File: src/rtl/jtopl_fnum_enc_if.sv
// jtopl_fnum_enc_if: request/result handshake bundle for the fnum encoder
// Ports (signals):
//   in_valid/in_ready/phinc_target/nts   request side (master drives valid, target, nts)
//   out_valid/out_ready                  result side (master drives ready)
//   block/fnum/keycode/ovf               encoded result
interface jtopl_fnum_enc_if #(parameter int FW = 10, parameter int BW = 3);
    logic          in_valid, in_ready, nts, out_valid, out_ready, ovf;
    logic [16:0]   phinc_target;
    logic [BW-1:0] block;
    logic [FW-1:0] fnum;
    logic [3:0]    keycode;
    modport master(output in_valid, phinc_target, nts, out_ready,
                   input in_ready, out_valid, block, fnum, keycode, ovf);
    modport slave(input in_valid, phinc_target, nts, out_ready,
                  output in_ready, out_valid, block, fnum, keycode, ovf);
endinterface

File: src/rtl/jtopl_fnum_enc.sv
// jtopl_fnum_enc: iterative phase-increment to block/fnum/keycode encoder
// Ports: clk, rst (sync, active-high), cen (clock enable), bus (slave side of
//   jtopl_fnum_enc_if: request in_valid/in_ready/phinc_target/nts, result
//   out_valid/out_ready/block/fnum/keycode/ovf).
// Optional: define JTOPL_FNUM_ROUND_EN to round half-up on the last dropped bit.
module jtopl_fnum_enc #(parameter int FW = 10, parameter int BW = 3) (
    input logic             clk,
    input logic             rst,
    input logic             cen,
    jtopl_fnum_enc_if.slave bus
);
    typedef enum logic [1:0] {IDLE, NORM, DONE} state_t;
    localparam logic [BW-1:0] BMAX = '1;
    localparam logic [17:0]   LIM  = 18'(1) << FW;
    state_t        state_q, state_d;
    logic [17:0]   work_q, work_d;
    logic [BW-1:0] blk_q, blk_d, block_q, block_d;
    logic [FW-1:0] fnum_q, fnum_d;
    logic [3:0]    keycode_q, keycode_d;
    logic          nts_q, nts_d, ovf_q, ovf_d, valid_q, valid_d;
`ifdef JTOPL_FNUM_ROUND_EN
    logic          rbit_q, rbit_d;
    logic [FW:0]   sum;
    assign sum = work_q[FW:0] + (FW+1)'(rbit_q);
`endif
    assign bus.in_ready  = state_q == IDLE && !rst;
    assign bus.out_valid = valid_q;
    assign bus.block     = block_q;
    assign bus.fnum      = fnum_q;
    assign bus.keycode   = keycode_q;
    assign bus.ovf       = ovf_q;
    always_comb begin
        state_d   = state_q;
        work_d    = work_q;
        blk_d     = blk_q;
        nts_d     = nts_q;
        block_d   = block_q;
        fnum_d    = fnum_q;
        keycode_d = keycode_q;
        ovf_d     = ovf_q;
        valid_d   = valid_q;
`ifdef JTOPL_FNUM_ROUND_EN
        rbit_d    = rbit_q;
`endif
        case (state_q)
            IDLE: if (bus.in_valid) begin
                work_d  = {bus.phinc_target, 1'b0};
                blk_d   = '0;
                nts_d   = bus.nts;
`ifdef JTOPL_FNUM_ROUND_EN
                rbit_d  = 1'b0;
`endif
                state_d = NORM;
            end
            NORM: if (work_q < LIM) begin
`ifdef JTOPL_FNUM_ROUND_EN
                // rounding can carry into bit FW: renormalise, or saturate at top block
                if (sum[FW]) begin
                    fnum_d  = blk_q == BMAX ? '1 : {1'b1, {(FW-1){1'b0}}};
                    block_d = blk_q == BMAX ? blk_q : blk_q + 1'b1;
                end else begin
                    fnum_d  = sum[FW-1:0];
                    block_d = blk_q;
                end
`else
                fnum_d  = work_q[FW-1:0];
                block_d = blk_q;
`endif
                ovf_d   = 1'b0;
                state_d = DONE;
            end else if (blk_q == BMAX) begin
                fnum_d  = '1;
                block_d = BMAX;
                ovf_d   = 1'b1;
                state_d = DONE;
            end else begin
`ifdef JTOPL_FNUM_ROUND_EN
                rbit_d  = work_q[0];
`endif
                work_d  = work_q >> 1;
                blk_d   = blk_q + 1'b1;
            end
            DONE: if (valid_q && bus.out_ready) begin
                valid_d = 1'b0;
                state_d = IDLE;
            end else begin
                valid_d = 1'b1;
            end
            default: state_d = IDLE;
        endcase
        if (state_q == NORM && state_d == DONE)
            keycode_d = {block_d[2:0], nts_q ? fnum_d[FW-2] : fnum_d[FW-1]};
    end
    always_ff @(posedge clk) begin
        if (rst) begin
            state_q   <= IDLE;
            work_q    <= '0;
            blk_q     <= '0;
            nts_q     <= 1'b0;
            block_q   <= '0;
            fnum_q    <= '0;
            keycode_q <= '0;
            ovf_q     <= 1'b0;
            valid_q   <= 1'b0;
`ifdef JTOPL_FNUM_ROUND_EN
            rbit_q    <= 1'b0;
`endif
        end else if (cen) begin
            state_q   <= state_d;
            work_q    <= work_d;
            blk_q     <= blk_d;
            nts_q     <= nts_d;
            block_q   <= block_d;
            fnum_q    <= fnum_d;
            keycode_q <= keycode_d;
            ovf_q     <= ovf_d;
            valid_q   <= valid_d;
`ifdef JTOPL_FNUM_ROUND_EN
            rbit_q    <= rbit_d;
`endif
        end
    end
endmodule

File: src/flat_wrapper.sv
// flat-port wrapper written by rule: the top's interface ports become plain ports
module jtopl_fnum_enc_flat 
#(parameter int FW = 10, parameter int BW = 3)
  (clk, rst, cen, bus_in_valid, bus_phinc_target, bus_nts, bus_out_ready, bus_in_ready, bus_out_valid, bus_block, bus_fnum, bus_keycode, bus_ovf);
  jtopl_fnum_enc_if #(.FW(FW), .BW(BW)) bus_i ();
  input logic clk;
  input logic rst;
  input logic cen;
  input wire logic [$bits(bus_i.in_valid)-1:0] bus_in_valid;
  input wire logic [$bits(bus_i.phinc_target)-1:0] bus_phinc_target;
  input wire logic [$bits(bus_i.nts)-1:0] bus_nts;
  input wire logic [$bits(bus_i.out_ready)-1:0] bus_out_ready;
  output wire logic [$bits(bus_i.in_ready)-1:0] bus_in_ready;
  output wire logic [$bits(bus_i.out_valid)-1:0] bus_out_valid;
  output wire logic [$bits(bus_i.block)-1:0] bus_block;
  output wire logic [$bits(bus_i.fnum)-1:0] bus_fnum;
  output wire logic [$bits(bus_i.keycode)-1:0] bus_keycode;
  output wire logic [$bits(bus_i.ovf)-1:0] bus_ovf;
  assign bus_i.in_valid = bus_in_valid;
  assign bus_i.phinc_target = bus_phinc_target;
  assign bus_i.nts = bus_nts;
  assign bus_i.out_ready = bus_out_ready;
  assign bus_in_ready = bus_i.in_ready;
  assign bus_out_valid = bus_i.out_valid;
  assign bus_block = bus_i.block;
  assign bus_fnum = bus_i.fnum;
  assign bus_keycode = bus_i.keycode;
  assign bus_ovf = bus_i.ovf;
  jtopl_fnum_enc #(.FW(FW), .BW(BW)) u_core (.clk(clk), .rst(rst), .cen(cen), .bus(bus_i));
endmodule
File: config.mk
export PLATFORM = sky130hd
export DESIGN_NAME = jtopl_fnum_enc_flat
export DESIGN_NICKNAME = d
export VERILOG_FILES = /design/src/rtl/jtopl_fnum_enc_if.sv /design/src/rtl/jtopl_fnum_enc.sv /design/src/flat_wrapper.sv
export SDC_FILE = /design/constraint.sdc
export NUM_CORES = 1
export LEC_CHECK = 0
export CORE_MARGIN = 5
export CORE_UTILIZATION = 30
export CTS_CLUSTER_DIAMETER = 120
export DETAILED_ROUTE_END_ITERATION = 7
export DONT_BUFFER_PORTS = 1
export PLACE_DENSITY = 0.55
export RECOVER_POWER = 50
export SLEW_MARGIN = 25
export SYNTH_ARGS = -nofsm -noshare
export SYNTH_HDL_FRONTEND = slang
export SYNTH_SLANG_ARGS = --single-unit
File: constraint.sdc
create_clock -name clk -period 2.1 [get_ports clk]
set_input_delay 0.42 -clock clk [delete_from_list [all_inputs] [get_ports clk]]
set_output_delay 0.42 -clock clk [all_outputs]
set_load 0.01 [all_outputs]
Word-level counts from Yosys, hierarchy flattened
Index checks and enable logic that the tools add are counted. Widths: inputs -> output; s select.

Register bits after elaboration: 43. Output and inout bits: 20. Logic and storage cells: 54.

Add/sub/neg operators: 1. Magnitude comparators: 1. Equal/unequal tests: 7. Multiplexer cells: 23. Reductions and logical operators: 12.

Operator list (number): $mux 18 (3); $pmux 18 s2 (1); $mux 10 (3); $lt 18x11->1 const B (1); $mux 3 (6); $mux 2 (4); $ne 2x2->1 const B (3); $pmux 2 s3 (1); $pmux 3 s2 (1); $reduce_and 3->1 (2); $reduce_and 5->1 (1); $eq 2x2->1 const B (2); $mux 1 (4); $reduce_and 2->1 (2); $reduce_bool 2->1 (2); $add 3x1->3 const B (1); $eq 3x3->1 const B (1); $logic_and 1x1->1 (3); $eq 2x1->1 const B (1); $logic_not 2->1 (1); $logic_not 1->1 (1).

Longest topological paths before layout
Depth after elaboration: 7. Gate-level depth with buffers: 6.

Least setup slack after synthesis
Ideal clock, no wire load.

Path type: register to register. From: register u_core.work_q[17]. To: register u_core.block_q[0] (netlist: u_core.bus.block[0]). Setup time: 0.119 ns. Data arrival time: 1.473 ns. Required time: 1.981 ns. Slack: 0.508 ns. Cell stages (with the launch flop): 7. Path buffers: 2. Clock period less this slack: 1.592 ns. Cells stage by stage: dfxtp_1 -> nor4_4 -> nand2_1 -> or2_1 -> buf_6 -> buf_8 -> o221a_1.

Cells in the longest elaborated chain, start to end: 3.

Ends and longest elaborated chain: start: declaration (RTL line jtopl_fnum_enc.sv:16) `logic [17:0] work_q, work_d;`; start signal: assignment (RTL line jtopl_fnum_enc.sv:110) `work_q <= work_d;`; $lt 18x11->1 (RTL line jtopl_fnum_enc.sv:55) `NORM: if (work_q < LIM) begin`; $mux 3 (RTL line jtopl_fnum_enc.sv:55); $mux 3 (RTL line jtopl_fnum_enc.sv:45) `case (state_q)`; end signal: assignment (RTL line jtopl_fnum_enc.sv:113) `block_q <= block_d;`; end: declaration (RTL line jtopl_fnum_enc.sv:17) `logic [BW-1:0] blk_q, blk_d, block_q, block_d;`.

No other way between the ends. A chain may end at the register's enable or synchronous reset.

Final worst setup path
From: register u_core.work_q[17]. To: register u_core.fnum_q[6] (netlist: u_core.bus.fnum[6]).

Cells in the longest elaborated chain, start to end: 3. Elaborated cells between the ends (all ways): 4. Those cells by class: order compare (1); mux (1); reduce/logical (2).

Ends and longest elaborated chain: $lt 18x11->1 (*) (RTL line jtopl_fnum_enc.sv:55); $reduce_bool 2->1 (no line); $reduce_and 3->1 (no line); end signal: assignment (RTL line jtopl_fnum_enc.sv:114) `fnum_q <= fnum_d;`; end: declaration (RTL line jtopl_fnum_enc.sv:18) `logic [FW-1:0] fnum_q, fnum_d;`.

Mark *: on every way between the ends. The rest lies on a longest branch, timed or not.

==> key figures <==
Finish
  – Core Util, Final: 0.339
  – Layout cells sized above 1: 0.187
  – Ant diodes: 0
  – Synthesis-to-layout area growth: 10.0%
  – Final net count: 190
  – Final Cell Area: roughly 2000 um2
  – Layout Cells excl Fill: around 240

Placed design
  – Placement Setup Slack: 0.328 ns
  – Port Buffers: 0
  – Area after DPL: roughly 1900 um2
  – Placed Instances: 233
  – GPL Wtd Cong: approximately 0.77
  – Detailed Place HPWL: 3110 um

Power and ir drop
  – Net Sw Power: 0.478 mW
  – Tot Pwr: around 1.8 mW
  – Flop pwr share: 0.516
  – Clock power share: 0.357
  – Comb power frac: 0.127
  – Sw Share: 0.264
  – Peak supply drop: between 0.0003 and 0.0004 V
  – Pint: between 1 and 1.5 mW
  – Power density over cell area: approximately 900 nW/um2
  – Leakage power: 0.849 nW

Setup path
  – Top delay family on crit path: simple AND/OR/NAND/NOR gates
  – CP Data Arrival Time: 1.96 ns
  – CP max stage delay: 0.47 ns
  – Critical-path cell list: nor4_4, nand2_1, or2_1, o221a_2
  – Critical Path Fanout Max: 18
  – Startpoint class of the critical path: flip-flop
  – CP endpoint kind: flip-flop
  – Critical path buffer and inverter count: 0
  – Crit-path slowest cell: or2_1
  – CP Class: flip-flop to flip-flop
  – Required @ worst endpoint: ~2.3 ns

Global route
  – Largest net degree at the start of global routing: 20
  – Vias in the first global route: 1,361
  – Initial antenna violation count: 0
  – GR Util All Layers: 0.118
  – Grt total ovfl: 0
  – First-pass GRT wire length: about 7100 um

Timing
  – Setup ws final: 0.323 ns
  – Final setup TNS: 0 ns
  – Fin. Hold Viols: 0
  – Slew @ Worst Pin: roughly 0.90 ns
  – Clock Skew: 0.00824 ns
  – Clock period minus worst slack: ~1.8 ns
  – Max Fclk: between 0.5 and 0.6 GHz
  – Slew HR: 0.399
  – RSZ-0062 raised after global routing: false
  – Fin crit share: 0.846
  – Final setup violation count: 0
  – Slew Limit Fails: 0
  – Hold slack: ~0.19 ns

Route
  – DRC viols: 0
  – Routed Antenna Nets: 0
  – 1st-iter DRT viols: 90
  – Via count: 1,314
  – Final wirelength: between 4000 and 5000 um
  – Wire length per cell: 18.1 um
  – DR vias/cell: 5.45
  – Drt first pass iters: 4

Clock network
  – CTS sink count: 43
  – CTS tree: built
  – Post-CTS Setup Bufs: 0
  – Cts hold-fix bufs: 0
  – H-tree depth: 2
  – Clk_lat worst skew: ~0.3 ns
  – Clock Path Buffers: 2
  – Clock Tree Root: clkbuf_8
  – # resized after CTS: 0
  – Num CTS Buffers: 5
  – Clock Pin Slew Worst Setup and Hold Paths: around 0.080 ns

Synthesis
  – Mapped Cells: approximately 160
  – Synth Area in Adders: 0.0137
  – Mapped Nets: approximately 190
  – Synth Area in XOR/XNOR: 0
  – Main combinational cell family by area after synthesis: compound AO/OA/AOI/OAI gates
  – Complex-gate fraction of the synthesized area: 0.279
  – Simple-gate share of the synthesized area: 0.0865
  – Post-synthesis mux area share: 0.100
  – Yosys warnings: 0
  – Number of synthesized flops with an enable pin: 0
  – Syn Std Cell Area: 1820 um2
  – Post-synth top flop: dfxtp_1
  – Flops & latches, synth: 43
  – Post-synth cell types: 34
  – Sequential fraction of the synthesis area: 0.473
  – Syn Area/Cell: roughly 11 um2
  – Post-synth ARST share: 0

Floorplanning
  – Die width: just under 90 um
  – I/O pins: 43
  – Die Y: between 80 and 90 um
  – # rows: 28
  – Core Area: about 5900 um2
  – Initial Utilization: 0.308
  – Die area: roughly 7700 um2

Run status
  – Status: finished, final reports clean

Flow run
  – Total of max-cap violations: 0

Min path
  – Worst min path class: input port to flip-flop
==> final timing paths <==
check	slack, ns	cells past startpoint	start	endpoint
min	0.19	1	rst	u_core.bus.out_valid
min reg2reg	0.48	2	u_core.nts_q	u_core.nts_q
max	0.32	4	u_core.work_q[17]	u_core.bus.fnum[6]
max reg2reg	0.32	4	u_core.work_q[17]	u_core.bus.fnum[6]
==> cell type report <==
class	instances	area, um2
Sequential cell	43	861
Fill cell	581	3920
Timing Repair Buffer	8	56.3
Clock inverter	3	43.8
Clock buffer	5	68.8
Tap cell	75	93.8
Multi-Input combinational cell	105	873
Inverter	2	7.51
==> placed cells by master (no fill, tap or decap) <==
| cell type | synthesis | routed |
|---|---|---|
| a31oi_1 | 1 | 1 |
| nor2_1 | 1 | 1 |
| nand3_1 | 2 | 2 |
| o31ai_1 | 16 | 16 |
| o211a_1 | 1 | 1 |
| nand2_1 | 5 | 5 |
| o21a_1 | 2 | 2 |
| a22o_1 | 3 | 3 |
| clkinv_4 | 0 | 1 |
| clkinv_1 | 1 | 1 |
| clkbuf_8 | 0 | 5 |
| o221a_2 | 8 | 8 |
| nand2b_1 | 2 | 2 |
| ha_1 | 2 | 2 |
| clkinv_2 | 0 | 1 |
| a211o_1 | 1 | 1 |
| or3_1 | 1 | 1 |
| nand3b_1 | 1 | 1 |
| nor3_1 | 2 | 2 |
| nand3b_2 | 1 | 1 |
| a211oi_4 | 1 | 1 |
| dfxtp_1 | 43 | 43 |
| bufinv_16 | 0 | 1 |
| clkbuf_1 | 4 | 1 |
| nor3b_1 | 1 | 1 |
| nor2_4 | 1 | 1 |
| buf_4 | 1 | 7 |
| mux2_2 | 2 | 2 |
| nor4_4 | 2 | 2 |
| nor3_2 | 1 | 1 |
| o221a_1 | 9 | 9 |
| inv_1 | 1 | 1 |
| or2_1 | 1 | 1 |
| mux2i_1 | 16 | 16 |
| a21oi_1 | 22 | 22 |
==> sequential cells by signal, indices dropped and copies added (netlist names) <==
signal and count:
u_core.bus.out_valid 1, u_core.bus.keycode 4, u_core.bus.block 3, u_core.bus.ovf 1, u_core.work_q 18, u_core.blk_q 3
u_core.bus.fnum 10, u_core.nts_q 1, u_core.state_q 2
==> logic make-up after synthesis <==
kind of cell	Yosys count
adders and majority gates	2
muxes	18
AOI/OAI and AO/OA	64
buffers and inverters	14
DFF	43
and+or+nand+nor	21
==> power by group through the flow <==
stage	logic [mW]	clock network (mW)	registers, mW
after floorplan	0.193	0	0.935
after global placement	0.223	0	0.949
after detailed placement	0.228	0	0.951
after CTS	0.229	0.659	0.933
after global routing	0.251	0.696	0.941
final	0.229	0.645	0.933
==> cell usage after synthesis, types with 2 or more instances <==
library cell / number / area share
a21oi_1: 22 / 0.060
a22o_1: 3 / 0.014
ha_1: 2 / 0.014
nor4_4: 2 / 0.023
nand3_1: 2 / 0.0055
nand2_1: 5 / 0.010
o221a_1: 9 / 0.056
buf_6: 2 / 0.012
nor3_1: 2 / 0.0055
buf_2: 4 / 0.011
o31ai_1: 16 / 0.066
nand2b_1: 2 / 0.0069
clkbuf_1: 4 / 0.0082
o221a_2: 8 / 0.049
dfxtp_1: 43 / 0.47
mux2i_1: 16 / 0.088
o21a_1: 2 / 0.0082
mux2_2: 2 / 0.012
==> layer usage <==
| metal | vias to the layer above | GRT usage | part of all wire |
|---|---|---|---|
| met2 | 42 | 0.184 | 0.48 |
| met3 | 5 | 0.0357 | 0.059 |
| met5 | - | 0 | 0 |
| met1 | 629 | 0.151 | 0.45 |
| met4 | 0 | 0.0502 | 0.013 |
| li1 | 638 | - | - |
Note: power is estimated with default switching activity, not from simulation.
